[src/rtl/risc_fetch_unit_if.sv]
// Fetch-unit bus bundle: instruction-memory request/response, redirect input,
// and the instruction handshake toward decode.
interface risc_fetch_unit_if;
  logic        imem_req_valid;
  logic        imem_req_ready;
  logic [31:0] imem_addr_32;
  logic        imem_rsp_valid;
  logic [31:0] imem_rsp_data_32;
  logic        redirect_en;
  logic [31:0] redirect_pc_32;
  logic        instr_valid;
  logic        instr_ready;
  logic [31:0] instr_32;
  logic [31:0] pc_32;
  logic        misalign_1;

  // Fetch unit side.
  modport master (
    output imem_req_valid, imem_addr_32, instr_valid, instr_32, pc_32, misalign_1,
    input  imem_req_ready, imem_rsp_valid, imem_rsp_data_32, redirect_en, redirect_pc_32,
           instr_ready
  );

  // Memory / decode / redirect-source side.
  modport slave (
    input  imem_req_valid, imem_addr_32, instr_valid, instr_32, pc_32, misalign_1,
    output imem_req_ready, imem_rsp_valid, imem_rsp_data_32, redirect_en, redirect_pc_32,
           instr_ready
  );
endinterface

[src/rtl/risc_fetch_unit.sv]
// Instruction fetch stage: holds the fetch PC, issues one word request at a
// time to instruction memory, buffers {pc, instr} pairs in a small FIFO for
// decode, and handles PC redirects by flushing the buffer and squashing any
// in-flight response.
module risc_fetch_unit #(
  parameter logic [31:0] RESET_PC   = 32'h0000_0000,
  parameter int unsigned FIFO_DEPTH = 2
) (
  input logic             clk,
  input logic             rst,
  risc_fetch_unit_if.master bus
);

  localparam logic [31:0] Nop  = 32'h0000_0013;
  localparam int unsigned PtrW = $clog2(FIFO_DEPTH);
  localparam int unsigned CntW = $clog2(FIFO_DEPTH + 1);

  typedef logic [PtrW-1:0] ptr_t;
  typedef logic [CntW-1:0] cnt_t;

  localparam ptr_t LastPtr  = ptr_t'(FIFO_DEPTH - 1);
  localparam cnt_t DepthCnt = cnt_t'(FIFO_DEPTH);

  typedef enum logic [1:0] {StIdle, StReq, StWait, StSquash} state_e;

  state_e      state_q, state_d;
  logic [31:0] fetch_pc_q, fetch_pc_d;
  ptr_t        rd_ptr_q, rd_ptr_d;
  ptr_t        wr_ptr_q, wr_ptr_d;
  cnt_t        count_q, count_d;
  logic        misalign_q, misalign_d;

  logic [31:0] instr_mem_q [FIFO_DEPTH];
  logic [31:0] pc_mem_q    [FIFO_DEPTH];

  logic        fifo_empty;
  logic        push;
  logic        pop;
  logic [31:0] target_pc;
  cnt_t        count_after_push;

  assign fifo_empty = (count_q == '0);
  assign pop        = ~fifo_empty & bus.instr_ready;
  assign target_pc  = {bus.redirect_pc_32[31:2], 2'b00};
  // Occupancy once a response lands this cycle, net of a same-cycle pop. Only
  // consulted in StWait, where the reserved slot guarantees count_q < depth.
  assign count_after_push = count_q + cnt_t'(1) - cnt_t'(pop);

  // Fetch FSM: next state, next fetch PC and the FIFO push strobe.
  always_comb begin
    state_d    = state_q;
    fetch_pc_d = fetch_pc_q;
    push       = 1'b0;
    unique case (state_q)
      StIdle: begin
        if (bus.redirect_en) begin
          fetch_pc_d = target_pc;
        end else if (count_q < DepthCnt) begin
          state_d = StReq;
        end
      end
      StReq: begin
        if (bus.redirect_en) begin
          fetch_pc_d = target_pc;
          state_d    = StIdle;
        end else if (bus.imem_req_ready) begin
          fetch_pc_d = fetch_pc_q + 32'd4;
          state_d    = StWait;
        end
      end
      StWait: begin
        if (bus.imem_rsp_valid && bus.redirect_en) begin
          fetch_pc_d = target_pc;
          state_d    = StIdle;
        end else if (bus.imem_rsp_valid) begin
          push    = 1'b1;
          state_d = (count_after_push < DepthCnt) ? StReq : StIdle;
        end else if (bus.redirect_en) begin
          fetch_pc_d = target_pc;
          state_d    = StSquash;
        end
      end
      StSquash: begin
        // Wait out the stale response; later redirects keep retargeting.
        if (bus.redirect_en) begin
          fetch_pc_d = target_pc;
        end
        if (bus.imem_rsp_valid) begin
          state_d = StIdle;
        end
      end
      default: state_d = StIdle;
    endcase
  end

  // FIFO pointer/occupancy bookkeeping; a redirect empties the buffer.
  always_comb begin
    rd_ptr_d = rd_ptr_q;
    wr_ptr_d = wr_ptr_q;
    count_d  = count_q;
    if (bus.redirect_en) begin
      rd_ptr_d = '0;
      wr_ptr_d = '0;
      count_d  = '0;
    end else begin
      if (push) begin
        wr_ptr_d = (wr_ptr_q == LastPtr) ? '0 : wr_ptr_q + ptr_t'(1);
      end
      if (pop) begin
        rd_ptr_d = (rd_ptr_q == LastPtr) ? '0 : rd_ptr_q + ptr_t'(1);
      end
      count_d = count_q + cnt_t'(push) - cnt_t'(pop);
    end
  end

  // Misalignment flag is a one-cycle echo of a redirect with nonzero low bits.
  always_comb begin
    misalign_d = bus.redirect_en & (|bus.redirect_pc_32[1:0]);
  end

  // Control state registers.
  always_ff @(posedge clk or posedge rst) begin
    if (rst) begin
      state_q    <= StIdle;
      fetch_pc_q <= RESET_PC;
      rd_ptr_q   <= '0;
      wr_ptr_q   <= '0;
      count_q    <= '0;
      misalign_q <= 1'b0;
    end else begin
      state_q    <= state_d;
      fetch_pc_q <= fetch_pc_d;
      rd_ptr_q   <= rd_ptr_d;
      wr_ptr_q   <= wr_ptr_d;
      count_q    <= count_d;
      misalign_q <= misalign_d;
    end
  end

  // Buffer storage; contents are masked by the empty flag, so no reset needed.
  // The stored PC is the request address, i.e. fetch_pc before its +4.
  always_ff @(posedge clk) begin
    if (push) begin
      instr_mem_q[wr_ptr_q] <= bus.imem_rsp_data_32;
      pc_mem_q[wr_ptr_q]    <= fetch_pc_q - 32'd4;
    end
  end

  assign bus.imem_req_valid = (state_q == StReq) & ~bus.redirect_en;
  assign bus.imem_addr_32   = fetch_pc_q;
  assign bus.instr_valid    = ~fifo_empty;
  assign bus.instr_32       = fifo_empty ? Nop : instr_mem_q[rd_ptr_q];
  assign bus.pc_32          = fifo_empty ? fetch_pc_q : pc_mem_q[rd_ptr_q];
  assign bus.misalign_1     = misalign_q;

endmodule

[src/flat_wrapper.sv]
// flat-port wrapper written by rule: the top's interface ports become plain ports
module risc_fetch_unit_flat 
#(
  parameter logic [31:0] RESET_PC   = 32'h0000_0000,
  parameter int unsigned FIFO_DEPTH = 2
)
  (clk, rst, bus_imem_req_valid, bus_imem_addr_32, bus_instr_valid, bus_instr_32, bus_pc_32, bus_misalign_1, bus_imem_req_ready, bus_imem_rsp_valid, bus_imem_rsp_data_32, bus_redirect_en, bus_redirect_pc_32, bus_instr_ready);
  risc_fetch_unit_if bus_i ();
  input logic clk;
  input logic rst;
  output wire logic [$bits(bus_i.imem_req_valid)-1:0] bus_imem_req_valid;
  output wire logic [$bits(bus_i.imem_addr_32)-1:0] bus_imem_addr_32;
  output wire logic [$bits(bus_i.instr_valid)-1:0] bus_instr_valid;
  output wire logic [$bits(bus_i.instr_32)-1:0] bus_instr_32;
  output wire logic [$bits(bus_i.pc_32)-1:0] bus_pc_32;
  output wire logic [$bits(bus_i.misalign_1)-1:0] bus_misalign_1;
  input wire logic [$bits(bus_i.imem_req_ready)-1:0] bus_imem_req_ready;
  input wire logic [$bits(bus_i.imem_rsp_valid)-1:0] bus_imem_rsp_valid;
  input wire logic [$bits(bus_i.imem_rsp_data_32)-1:0] bus_imem_rsp_data_32;
  input wire logic [$bits(bus_i.redirect_en)-1:0] bus_redirect_en;
  input wire logic [$bits(bus_i.redirect_pc_32)-1:0] bus_redirect_pc_32;
  input wire logic [$bits(bus_i.instr_ready)-1:0] bus_instr_ready;
  assign bus_imem_req_valid = bus_i.imem_req_valid;
  assign bus_imem_addr_32 = bus_i.imem_addr_32;
  assign bus_instr_valid = bus_i.instr_valid;
  assign bus_instr_32 = bus_i.instr_32;
  assign bus_pc_32 = bus_i.pc_32;
  assign bus_misalign_1 = bus_i.misalign_1;
  assign bus_i.imem_req_ready = bus_imem_req_ready;
  assign bus_i.imem_rsp_valid = bus_imem_rsp_valid;
  assign bus_i.imem_rsp_data_32 = bus_imem_rsp_data_32;
  assign bus_i.redirect_en = bus_redirect_en;
  assign bus_i.redirect_pc_32 = bus_redirect_pc_32;
  assign bus_i.instr_ready = bus_instr_ready;
  risc_fetch_unit #(.RESET_PC(RESET_PC), .FIFO_DEPTH(FIFO_DEPTH)) u_core (.clk(clk), .rst(rst), .bus(bus_i));
endmodule
[config.mk]
export PLATFORM = sky130hd
export DESIGN_NAME = risc_fetch_unit_flat
export DESIGN_NICKNAME = d
export VERILOG_FILES = /design/src/rtl/risc_fetch_unit_if.sv /design/src/rtl/risc_fetch_unit.sv /design/src/flat_wrapper.sv
export SDC_FILE = /design/constraint.sdc
export NUM_CORES = 1
export LEC_CHECK = 0
export ABC_AREA = 1
export CORE_MARGIN = 4
export CORE_UTILIZATION = 50
export CTS_BUF_LIST = sky130_fd_sc_hd__clkbuf_8
export DETAILED_ROUTE_END_ITERATION = 10
export PLACE_DENSITY = 0.78
export SYNTH_ARGS = -nofsm -noshare
export SYNTH_HDL_FRONTEND = slang
export SYNTH_SLANG_ARGS = --single-unit
[constraint.sdc]
create_clock -name clk -period 5.89 [get_ports clk]
set_input_delay 1.4725 -clock clk [delete_from_list [all_inputs] [get_ports clk]]
set_output_delay 1.4725 -clock clk [all_outputs]
set_load 0.01 [all_outputs]
# ---- Word-level counts from Yosys, hierarchy flattened
# Memories as Yosys holds them, arrays and structs flattened.
# Index checks and enable logic that the tools add are counted.
dict set report totals {
  n_memories 2
  elab_cells 71
  out_inout_bits 99
  register_bits 39
  inputBits 70
  ramBits 128
}
dict set report classes {
  reduce_logical 9
  eq_ne 9
  magnitude_cmp 2
  muxes 30
  n_addsub 8
  n_bitwise 5
}
# memory words width read_ports rd_clocked_by_memory_dff write_ports line
set mem_list {}
lappend mem_list {u_core.instr_mem_q 2 32 1 0 1 risc_fetch_unit.sv:33} ;# logic [31:0] instr_mem_q [FIFO_DEPTH];
lappend mem_list {u_core.pc_mem_q 2 32 1 0 1 risc_fetch_unit.sv:34} ;# logic [31:0] pc_mem_q [FIFO_DEPTH];
# op count
set ops {}
lappend ops {{$mux 32} 7}
lappend ops {{$pmux 32 s3} 1}
lappend ops {{$add 32x3->32 const B} 1}
lappend ops {{$sub 32x3->32 const B} 1}
lappend ops {{$mux 2} 9}
lappend ops {{$mux 1} 12}
lappend ops {{$pmux 2 s4} 1}
lappend ops {{$reduce_and 5->1} 1}
lappend ops {{$eq 2x2->1 const B} 2}
lappend ops {{$logic_not 2->1} 2}
lappend ops {{$lt 2x2->1 const B} 2}
lappend ops {{$ne 2x2->1 const B} 2}
lappend ops {{$ne 4x3->1 const B} 1}
lappend ops {{$reduce_bool 2->1} 2}
lappend ops {{$reduce_or 2->1} 2}
lappend ops {{$sub 2x1->2} 2}
lappend ops {{$and 1x1->1} 3}
lappend ops {{$ne 3x2->1 const B} 1}
lappend ops {{$ne 3x3->1 const B} 1}
lappend ops {{$add 1x1->1 const B} 2}
lappend ops {{$add 2x1->2} 1}
lappend ops {{$add 2x1->2 const B} 1}
lappend ops {{$eq 2x1->1 const B} 1}
lappend ops {{$ne 2x1->1 const B} 1}
lappend ops {{other kinds (3)} 4}

# ---- Depth between registers and ports, before layout
# Gate-level depths: netlist of run 1.
dict set report depth {
  ltp_word 9
  depth_mapped 13
}

# ---- Worst setup path after synthesis of run 1
# No wires, ideal clock.
dict set report synth_timing {
  path_type {input port to flip-flop}
  start {input port bus_redirect_en}
  end {memory u_core.instr_mem_q[1][0], enable pin}
  path_stages 5
  t_required_ns 5.404
  setup_time_ns 0.486
  setup_slack_ns 0.663
  arrival_ns 4.741
  path_cell_list {inv_2 buf_2 clkbuf_1 nand2_1 nor2_1}
}
dict set report synth_between {
  elab_chain_len 5
}
# element line
set synth_lines {}
lappend synth_lines {{start: declaration} flat_wrapper.sv:20} ;# input wire logic [$bits(bus_i.redirect_en)-1:0] bus_redirect_en;
lappend synth_lines {{$logic_and 1x1->1} risc_fetch_unit.sv:72} ;# if (bus.imem_rsp_valid && bus.redirect_en) begin
lappend synth_lines {{$mux 1} risc_fetch_unit.sv:72}
lappend synth_lines {{$mux 1} risc_fetch_unit.sv:54} ;# unique case (state_q)
lappend synth_lines {{$mux 1} risc_fetch_unit.sv:143} ;# if (push) begin
lappend synth_lines {{$mux 1 (not written as such)} risc_fetch_unit.sv:144} ;# instr_mem_q[wr_ptr_q] <= bus.imem_rsp_data_32;
lappend synth_lines {{end: declaration} risc_fetch_unit.sv:33}
# Every way passes these cells.

# ---- Final worst setup path of run 1
dict set report layout_timing {
  start {register u_core.rd_ptr_q}
  end {output port bus_pc_32[12]}
}
dict set report layout_between {
  elab_chain_len 2
}
# element line
set layout_lines {}
lappend layout_lines {{start: declaration} risc_fetch_unit.sv:28} ;# ptr_t rd_ptr_q, rd_ptr_d;
lappend layout_lines {{start signal: assignment} risc_fetch_unit.sv:133} ;# rd_ptr_q <= rd_ptr_d;
lappend layout_lines {{$mem_v2 2x32} n/a}
lappend layout_lines {{$mux 32} risc_fetch_unit.sv:153} ;# assign bus.pc_32 = fifo_empty ? fetch_pc_q : pc_mem_q[rd_ptr_q];
lappend layout_lines {{end: declaration} flat_wrapper.sv:15} ;# output wire logic [$bits(bus_i.pc_32)-1:0] bus_pc_32;
# Every way passes these cells.

==> results of run 1 <==
-- worst max-delay path by stage --
stage	depth (start not counted)	end	from	slack [ns]
final	5	bus_pc_32[12]	u_core.rd_ptr_q$_DFFE_PP0P_	1.55
after global routing	5	bus_pc_32[12]	u_core.rd_ptr_q$_DFFE_PP0P_	1.43
after CTS	5	bus_pc_32[12]	u_core.rd_ptr_q$_DFFE_PP0P_	1.53
after detailed placement	6	bus_imem_req_valid	bus_redirect_en	1.57
after global placement	6	bus_imem_req_valid	bus_redirect_en	1.58
after floorplan	5	u_core.instr_mem_q[1][0]$_DFFE_PP_	bus_redirect_en	0.66
-- layout make-up --
type / instances / area share [%]
flip-flops and latches: 167 / 44.1
multi-input cells: 661 / 30.7
repair buffers: 178 / 16.1
inverters: 85 / 2.92
well taps: 220 / 2.52
clock buffers: 17 / 2.14
clock inverters: 15 / 1.52
-- registers in the layout, summed over array words and instances, names as in the netlist --
register and flops:
u_core.state_q 2, u_core.instr_mem_q 64, u_core.count_q 2, u_core.bus.imem_addr_32 32, u_core.pc_mem_q 64, u_core.bus.misalign_1 1
u_core.rd_ptr_q 1, u_core.wr_ptr_q 1
-- cells in the final DEF, fill, tap and decap left out, types with 4 or more instances in the layout --
cell type / n
nand4_1: 13
edfxtp_1: 128
clkdlybuf4s50_1: 168
o211ai_1: 10
inv_6: 5
ha_1: 11
nor2_2: 7
nand3_1: 53
nor2_4: 13
o21ai_0: 39
clkbuf_8: 17
nor2_1: 104
inv_2: 9
buf_4: 10
xor2_1: 21
a21oi_1: 82
nand2_2: 6
inv_1: 75
o21ai_1: 13
a22oi_1: 30
o22ai_1: 4
nand2_1: 235
dfrtp_1: 38
-- where the power goes --
group          leakage, nW  total [mW]  internal (mW)  switching (mW)
clock                0.206       0.834          0.389           0.446
sequential            1.65        1.76           1.48           0.278
combinational         2.47        2.84           1.19            1.65
total                 4.32        5.43           3.06            2.37
-- per-layer routing --
metal	global-route usage [%]	up-vias	share of wire [%]
li1	-	3541	-
met1	35.7	3464	44
met2	36.6	375	46
met3	4.32	28	9.1
met4	6.78	0	1.5
met5	0	-	0
-- through the flow --
| stage | hold slack [ns] | cells |
|---|---|---|
| after detailed placement | 0.539 | 1311 |
| after global placement | 0.527 | 1311 |
| final | 0.552 | 1343 |
| after CTS | 0.551 | 1343 |
| after global routing | 0.568 | 1343 |
| after floorplan | 0.458 | 959 |
-- synth_stat cells --
cell,instances
inv_2,9
o22ai_1,4
a22oi_1,30
o21ai_1,13
nand4_1,13
a31oi_1,3
nor3_1,2
clkinv_1,2
nand3_1,53
buf_1,2
nand3_2,2
edfxtp_1,128
inv_1,74
clkbuf_1,24
nor2_8,1
a21oi_1,82
o21ai_0,39
buf_6,1
xor2_2,1
o211ai_1,10
buf_2,17
nor3_2,1
buf_4,2
xor2_1,21
nor2_1,107
a21oi_2,1
nor2_4,10
nand2_1,235
nand4_2,1
nor2_2,7
a21boi_0,3
nand2_4,3
xnor2_1,2
dfrtp_1,39
ha_1,11
nand2_2,6
-- logic make-up (layout without fill, tap and decap cells) --
kind of cell / Yosys count / after routing
fa+ha+maj: 11 / 11
buf+inv: 131 / 295
simple gates: 441 / 441
compound gates: 185 / 185
flops: 167 / 167
xor+xnor: 24 / 24
-- worst register-to-register path, delay by kind of cell, from the launching register on --
kind | cells | cell delay [ns]
AO/OA/AOI/OAI | 1 | 0.09
buffers and inverters | 5 | 1.02
AND/OR/NAND/NOR | 6 | 0.91
flip-flops | 1 | 0.41
adder cells (fa/ha/maj) | 1 | 0.26
==> impl_metrics.xml, run 1 <==
<?xml version="1.0" encoding="UTF-8"?>
<metrics>
  <group name="status">
    <metric name="outcome" unit="">finished, final reports clean</metric>
  </group>
  <group name="clocking">
    <metric name="clock_slew_at_reported_path_ffs" unit="ns">0.09</metric>
    <metric name="cts_buffer_depth" unit="">2</metric>
    <metric name="tritoncts_num_sinks" unit="">167</metric>
    <metric name="tritoncts_clock_tree" unit="">yes</metric>
    <metric name="worstSkewPairLatency" unit="ns">0.46</metric>
    <metric name="cts.htree.levels" unit="">4</metric>
    <metric name="cts-buffers-inserted" unit="">17</metric>
    <metric name="post-cts-setup-buffer-count" unit="">0</metric>
    <metric name="cts_root_buffer" unit="">clkbuf_8</metric>
    <metric name="number_of_resized_instances_in_the_post_cts_repair_step" unit="">0</metric>
    <metric name="ctsHoldBuffers" unit="">0</metric>
  </group>
  <group name="min_path">
    <metric name="worst_hold_path_type" unit="">reg -&gt; reg</metric>
    <metric name="whs_endpoint" unit="">u_core.wr_ptr_q$_DFFE_PP0P_</metric>
    <metric name="depth_of_the_worst_hold_timing_path" unit="">1</metric>
    <metric name="worst_hold_startpoint" unit="">u_core.wr_ptr_q$_DFFE_PP0P_</metric>
  </group>
  <group name="logic_synthesis">
    <metric name="post_synth.cell_area_avg" unit="µm²">9.05</metric>
    <metric name="postSynthCellCount" unit="">959</metric>
    <metric name="post_synth_and_or_nand_nor_area_fraction" unit="%">22.2</metric>
    <metric name="ys_top_cells_by_area" unit="">edfxtp_1, dfrtp_1, nand2_1</metric>
    <metric name="synth_top_family_by_area" unit="">simple AND/OR/NAND/NOR gates</metric>
    <metric name="synth_compound_gate_area_share" unit="%">12.1</metric>
    <metric name="synthDominantCellAreaShare" unit="%">44.3</metric>
    <metric name="netlist-cell-type-count" unit="">36</metric>
    <metric name="synthesis.nets" unit="">1040</metric>
    <metric name="yosys.area.top_type" unit="">edfxtp_1</metric>
    <metric name="yosysWarnings" unit="">0</metric>
    <metric name="synth_adder_area_share" unit="%">1.59</metric>
    <metric name="yosys_register_bits" unit="">167</metric>
    <metric name="yosys-mux-area-fraction" unit="%">0</metric>
    <metric name="post_synth_instance_area" unit="µm²">8680</metric>
    <metric name="synth.yosys.seq_area_share" unit="%">55.5</metric>
    <metric name="synth_xor_area_share" unit="%">2.51</metric>
  </group>
  <group name="layout">
    <metric name="diodes" unit="">0</metric>
    <metric name="final_area" unit="µm²">10900</metric>
    <metric name="utilization" unit="%">65.0</metric>
    <metric name="design.final.nets" unit="">1191</metric>
    <metric name="n_fill_cell" unit="">1379</metric>
    <metric name="area_growth" unit="%">25.9</metric>
    <metric name="layout-drive-gt1-share" unit="%">7.66</metric>
    <metric name="sequential_cell_area" unit="µm²">4820</metric>
    <metric name="area_of_combinational_cells_with_multiple_inputs" unit="µm²">3350</metric>
  </group>
  <group name="global_routing">
    <metric name="first_global_vias" unit="">7072</metric>
    <metric name="grt_max_degree" unit="">67</metric>
    <metric name="initial_antenna_violation_count" unit="">0</metric>
    <metric name="global_route.overflow_total" unit="">0</metric>
    <metric name="globalRouteTotalUtil" unit="%">24.1</metric>
    <metric name="wire_length_of_the_first_global_routing_pass" unit="µm">37500</metric>
  </group>
  <group name="place">
    <metric name="place_worst_setup_slack" unit="ns">1.57</metric>
    <metric name="dpl.hpwl" unit="µm">16700</metric>
    <metric name="port_buffers" unit="">168</metric>
    <metric name="detailed_place.area" unit="µm²">10500</metric>
    <metric name="place.gp.congestion" unit="">0.943</metric>
  </group>
  <group name="timing">
    <metric name="finalHoldViolCount" unit="">0</metric>
    <metric name="timing.setup.tns" unit="ns">0</metric>
    <metric name="minimum_period_implied_by_the_final_worst_setup_slack" unit="ns">4.34</metric>
    <metric name="final_max_slew_viol_count" unit="">0</metric>
    <metric name="final-setup-viol-count" unit="">0</metric>
    <metric name="fin_worst_skew" unit="ns">0.0112</metric>
    <metric name="postLayoutSetupSlackWorst" unit="ns">1.55</metric>
    <metric name="timing.final.crit_share" unit="%">73.7</metric>
    <metric name="max_slew_margin" unit="%">41.3</metric>
    <metric name="rsz0062_at_grt" unit="">false</metric>
    <metric name="worstMarginPinSlew" unit="ns">0.881</metric>
    <metric name="peak_freq" unit="MHz">230</metric>
  </group>
  <group name="job">
    <metric name="cap_violations" unit="">0</metric>
  </group>
  <group name="worst_setup_path">
    <metric name="timing.critical_path.required" unit="ns">4.42</metric>
    <metric name="crit_path_start_kind" unit="">flip-flop</metric>
    <metric name="regToRegStartpoint" unit="">u_core.state_q[0]$_DFFE_PP0P_</metric>
    <metric name="cell_type_group_with_the_largest_total_delay_on_the_critical_path" unit="">buffers and inverters</metric>
    <metric name="delay_of_the_slowest_cell_on_the_worst_path" unit="ns">0.61</metric>
    <metric name="timing.critical_path.slowest_stage_cell" unit="">clkdlybuf4s50_1</metric>
    <metric name="timing.critical_path.cells" unit="">inv_2 &gt; buf_4 &gt; nand2_1 &gt; a22oi_1 &gt; clkdlybuf4s50_1</metric>
    <metric name="worstPathArrival" unit="ns">2.87</metric>
    <metric name="critical_path_buf_inv_count" unit="">3</metric>
    <metric name="critPathMaxFanout" unit="">38</metric>
    <metric name="worst_r2r_endpoint" unit="">u_core.bus.imem_addr_32[23]$_DFFE_PP0P_</metric>
    <metric name="worstRegToRegCells" unit="">13</metric>
    <metric name="reg_to_reg_setup_timing_slack" unit="ns">3.14</metric>
    <metric name="crit_path_end_kind" unit="">output pin</metric>
    <metric name="worstSetupPathType" unit="">reg -&gt; out</metric>
  </group>
  <group name="die">
    <metric name="coreArea" unit="µm²">16800</metric>
    <metric name="rows" unit="">47</metric>
    <metric name="boundaryPins" unit="">169</metric>
    <metric name="die_area" unit="µm²">19500</metric>
    <metric name="starting_density" unit="%">51.6</metric>
    <metric name="fp.dieW" unit="µm">140</metric>
    <metric name="die_height" unit="µm">140</metric>
  </group>
  <group name="detailed_routing">
    <metric name="drt_iter0_drc" unit="">830</metric>
    <metric name="drt-vias-per-instance" unit="">5.52</metric>
    <metric name="wl" unit="µm">23400</metric>
    <metric name="postRouteAntennaNets" unit="">0</metric>
    <metric name="via_count" unit="">7408</metric>
    <metric name="drc" unit="">0</metric>
    <metric name="detailedRoute.firstPassIterationCount" unit="">5</metric>
    <metric name="wl_per_cell" unit="µm">17.4</metric>
  </group>
  <group name="power_and_ir_drop">
    <metric name="vdd_ir_drop_max" unit="mV">0.315</metric>
    <metric name="power.density_cell_area" unit="nW/µm²">497</metric>
    <metric name="total_power" unit="mW">5.43</metric>
    <metric name="power.static_leakage" unit="nW">4.32</metric>
  </group>
</metrics>
(Power assumes the default switching activity.)
==> run 2, diff against run 1 <==
==> constraint.sdc (replaced) <==
create_clock -name clk -period 4 [get_ports clk]
set_input_delay 1 -clock clk [delete_from_list [all_inputs] [get_ports clk]]
set_output_delay 1 -clock clk [all_outputs]
set_load 0.01 [all_outputs]
==> run 2 against run 1 <==
  * Highest routed layer unchanged
  * Worst setup slack worse by 1.1 ns
  * First-iteration DRC count down 8.1%
  * Combinational power up 49%
  * Routed wire length up 3.0%
  * Power up 47%
  * Clock skew up 0.0014 ns
  * Largest cell class unchanged
  * Final cell count up 0.45%
  * Cell area up 0.53%
  * Clock power up 38%
  * Sequential cell count unchanged
  * Register-to-register slack worse by 1.8 ns
  * Via count up 0.97%
==> impl_metrics.xml, run 2 (synthesis gave the netlist of run 1 again) <==
<?xml version="1.0" encoding="UTF-8"?>
<metrics>
  <group name="global_routing">
    <metric name="first_global_vias" unit="">7241</metric>
    <metric name="globalRouteTotalUtil" unit="%">24.5</metric>
    <metric name="initial_antenna_violation_count" unit="">0</metric>
    <metric name="grt_max_degree" unit="">65</metric>
    <metric name="wire_length_of_the_first_global_routing_pass" unit="µm">38200</metric>
    <metric name="global_route.overflow_total" unit="">0</metric>
  </group>
  <group name="timing">
    <metric name="hold_ws" unit="ns">0.553</metric>
    <metric name="finalHoldViolCount" unit="">0</metric>
    <metric name="fin_worst_skew" unit="ns">0.0126</metric>
    <metric name="rsz0062_at_grt" unit="">false</metric>
    <metric name="final_max_slew_viol_count" unit="">0</metric>
    <metric name="max_slew_margin" unit="%">25.1</metric>
    <metric name="minimum_period_implied_by_the_final_worst_setup_slack" unit="ns">3.57</metric>
    <metric name="worstMarginPinSlew" unit="ns">1.12</metric>
    <metric name="timing.setup.tns" unit="ns">0</metric>
    <metric name="timing.final.crit_share" unit="%">89.3</metric>
    <metric name="peak_freq" unit="MHz">280</metric>
    <metric name="final-setup-viol-count" unit="">0</metric>
    <metric name="postLayoutSetupSlackWorst" unit="ns">0.426</metric>
  </group>
  <group name="clocking">
    <metric name="tritoncts_num_sinks" unit="">167</metric>
    <metric name="tritoncts_clock_tree" unit="">yes</metric>
    <metric name="ctsHoldBuffers" unit="">0</metric>
    <metric name="worstSkewPairLatency" unit="ns">0.46</metric>
    <metric name="cts_buffer_depth" unit="">2</metric>
    <metric name="cts-buffers-inserted" unit="">17</metric>
    <metric name="post-cts-setup-buffer-count" unit="">0</metric>
    <metric name="clock_slew_at_reported_path_ffs" unit="ns">0.09</metric>
    <metric name="cts.htree.levels" unit="">4</metric>
    <metric name="cts_root_buffer" unit="">clkbuf_8</metric>
    <metric name="number_of_resized_instances_in_the_post_cts_repair_step" unit="">0</metric>
  </group>
  <group name="worst_setup_path">
    <metric name="cell_type_group_with_the_largest_total_delay_on_the_critical_path" unit="">buffers and inverters</metric>
    <metric name="worstSetupPathType" unit="">reg -&gt; out</metric>
    <metric name="timing.critical_path.required" unit="ns">3.00</metric>
    <metric name="delay_of_the_slowest_cell_on_the_worst_path" unit="ns">0.51</metric>
    <metric name="crit_path_start_kind" unit="">flip-flop</metric>
    <metric name="critPathMaxFanout" unit="">19</metric>
    <metric name="regToRegStartpoint" unit="">u_core.state_q[1]$_DFFE_PP0P_</metric>
    <metric name="reg_to_reg_setup_timing_slack" unit="ns">1.32</metric>
    <metric name="worstPathArrival" unit="ns">2.57</metric>
    <metric name="critical_path_buf_inv_count" unit="">2</metric>
    <metric name="timing.critical_path.depth" unit="">5</metric>
    <metric name="crit_path_end_kind" unit="">output pin</metric>
    <metric name="worst_r2r_endpoint" unit="">u_core.bus.imem_addr_32[13]$_DFFE_PP0P_</metric>
    <metric name="timing.critical_path.cells" unit="">nor2_4 &gt; clkinv_1 &gt; nor2_1 &gt; a21oi_1 &gt; clkdlybuf4s50_1</metric>
    <metric name="timing.critical_path.slowest_stage_cell" unit="">clkdlybuf4s50_1</metric>
    <metric name="worstRegToRegCells" unit="">8</metric>
  </group>
  <group name="detailed_routing">
    <metric name="drt_iter0_drc" unit="">763</metric>
    <metric name="detailedRoute.firstPassIterationCount" unit="">6</metric>
    <metric name="postRouteAntennaNets" unit="">0</metric>
    <metric name="drt-vias-per-instance" unit="">5.54</metric>
    <metric name="wl_per_cell" unit="µm">17.9</metric>
    <metric name="wl" unit="µm">24100</metric>
    <metric name="drc" unit="">0</metric>
    <metric name="via_count" unit="">7480</metric>
  </group>
  <group name="layout">
    <metric name="diodes" unit="">0</metric>
    <metric name="layout-drive-gt1-share" unit="%">8.33</metric>
    <metric name="most_common_cell_after_layout_fill_and_taps_aside" unit="">nand2_1</metric>
    <metric name="utilization" unit="%">65.3</metric>
    <metric name="design.final.nets" unit="">1197</metric>
    <metric name="final_area" unit="µm²">11000</metric>
    <metric name="leading_cell_types_in_the_layout_fill_and_taps_excluded" unit="">nand2_1, clkdlybuf4s50_1, edfxtp_1, nor2_1, a21oi_1</metric>
    <metric name="area_growth" unit="%">26.6</metric>
  </group>
  <group name="min_path">
    <metric name="whs_endpoint" unit="">u_core.wr_ptr_q$_DFFE_PP0P_</metric>
    <metric name="worst_hold_path_type" unit="">reg -&gt; reg</metric>
    <metric name="depth_of_the_worst_hold_timing_path" unit="">1</metric>
    <metric name="worst_hold_startpoint" unit="">u_core.wr_ptr_q$_DFFE_PP0P_</metric>
  </group>
  <group name="power_and_ir_drop">
    <metric name="seq_power_share" unit="%">32.5</metric>
    <metric name="power_report.internal_total" unit="mW">4.48</metric>
    <metric name="power_frac_clock" unit="%">14.4</metric>
    <metric name="power.share.combinational" unit="%">53.1</metric>
    <metric name="total_switching_power" unit="mW">3.50</metric>
    <metric name="vdd_ir_drop_max" unit="mV">0.406</metric>
    <metric name="power.static_leakage" unit="nW">4.34</metric>
    <metric name="switching_part_of_the_total" unit="%">43.8</metric>
    <metric name="power.density_cell_area" unit="nW/µm²">727</metric>
  </group>
  <group name="place">
    <metric name="port_buffers" unit="">168</metric>
    <metric name="dpl.hpwl" unit="µm">17600</metric>
    <metric name="place.gp.congestion" unit="">0.945</metric>
    <metric name="place_worst_setup_slack" unit="ns">0.822</metric>
    <metric name="detailed_place.area" unit="µm²">10600</metric>
  </group>
  <group name="die">
    <metric name="die_area" unit="µm²">19500</metric>
    <metric name="rows" unit="">47</metric>
    <metric name="fp.dieW" unit="µm">140</metric>
    <metric name="starting_density" unit="%">51.6</metric>
    <metric name="boundaryPins" unit="">169</metric>
    <metric name="coreArea" unit="µm²">16800</metric>
    <metric name="die_height" unit="µm">140</metric>
  </group>
  <group name="status">
    <metric name="outcome" unit="">finished, final reports clean</metric>
  </group>
  <group name="job">
    <metric name="cap_violations" unit="">0</metric>
  </group>
</metrics>
## run 2: cell types whose count changed in the layout (fill, tap and decap cells not counted), sizes merged
cell and delta:
buf +6, inv -2, bufinv -1, clkinvlp +1, clkinv +2
## run 2: power by group through the flow
stage          sequential (mW)  combinational [mW]  clock, mW
2_1_floorplan             2.47                2.35          0
6_report                  2.59                4.23       1.15
3_5_place_dp              2.61                4.22          0
3_3_place_gp              2.61                4.15          0
4_1_cts                   2.58                4.23       1.17
5_1_grt                   2.63                4.62       1.25
## run 2: area by class of cell
class,instances,area [µm²]
clock buffers,17,234
repair buffers,184,1840
clock inverters,15,141
inverters,85,319
multi-input cells,661,3350
fillers,1383,5830
well taps,220,275
flip-flops and latches,167,4820
## run 2: metal layers
metal / part of all wire, % / wire length [µm] / up-vias / track usage [%]
met2: 46 / 11200 / 363 / 38.7
met1: 43 / 10300 / 3528 / 34.6
met5: 0 / 0 / - / 0
li1: - / - / 3552 / -
met3: 8.6 / 2070 / 37 / 4.77
met4: 2.2 / 534 / 0 / 7.50
## run 2: per-stage QoR
step	instances	total power, mW
final	1349	7.98
after global placement	1317	6.77
after CTS	1349	7.99
after global routing	1349	8.49
after floorplan	959	4.82
after detailed placement	1317	6.83
## run 2: how the worst max path moves through the flow
stage / from / endpoint / slack (ns)
final: u_core.count_q[1]$_DFF_PP0_ / bus_pc_32[10] / 0.43
after global routing: u_core.count_q[1]$_DFF_PP0_ / bus_pc_32[10] / 0.22
after CTS: u_core.count_q[1]$_DFF_PP0_ / bus_pc_32[17] / 0.40
after detailed placement: bus_redirect_en / bus_imem_req_valid / 0.82
after global placement: bus_redirect_en / bus_imem_req_valid / 0.83
after floorplan: bus_redirect_en / u_core.instr_mem_q[1][0]$_DFFE_PP_ / 0.31
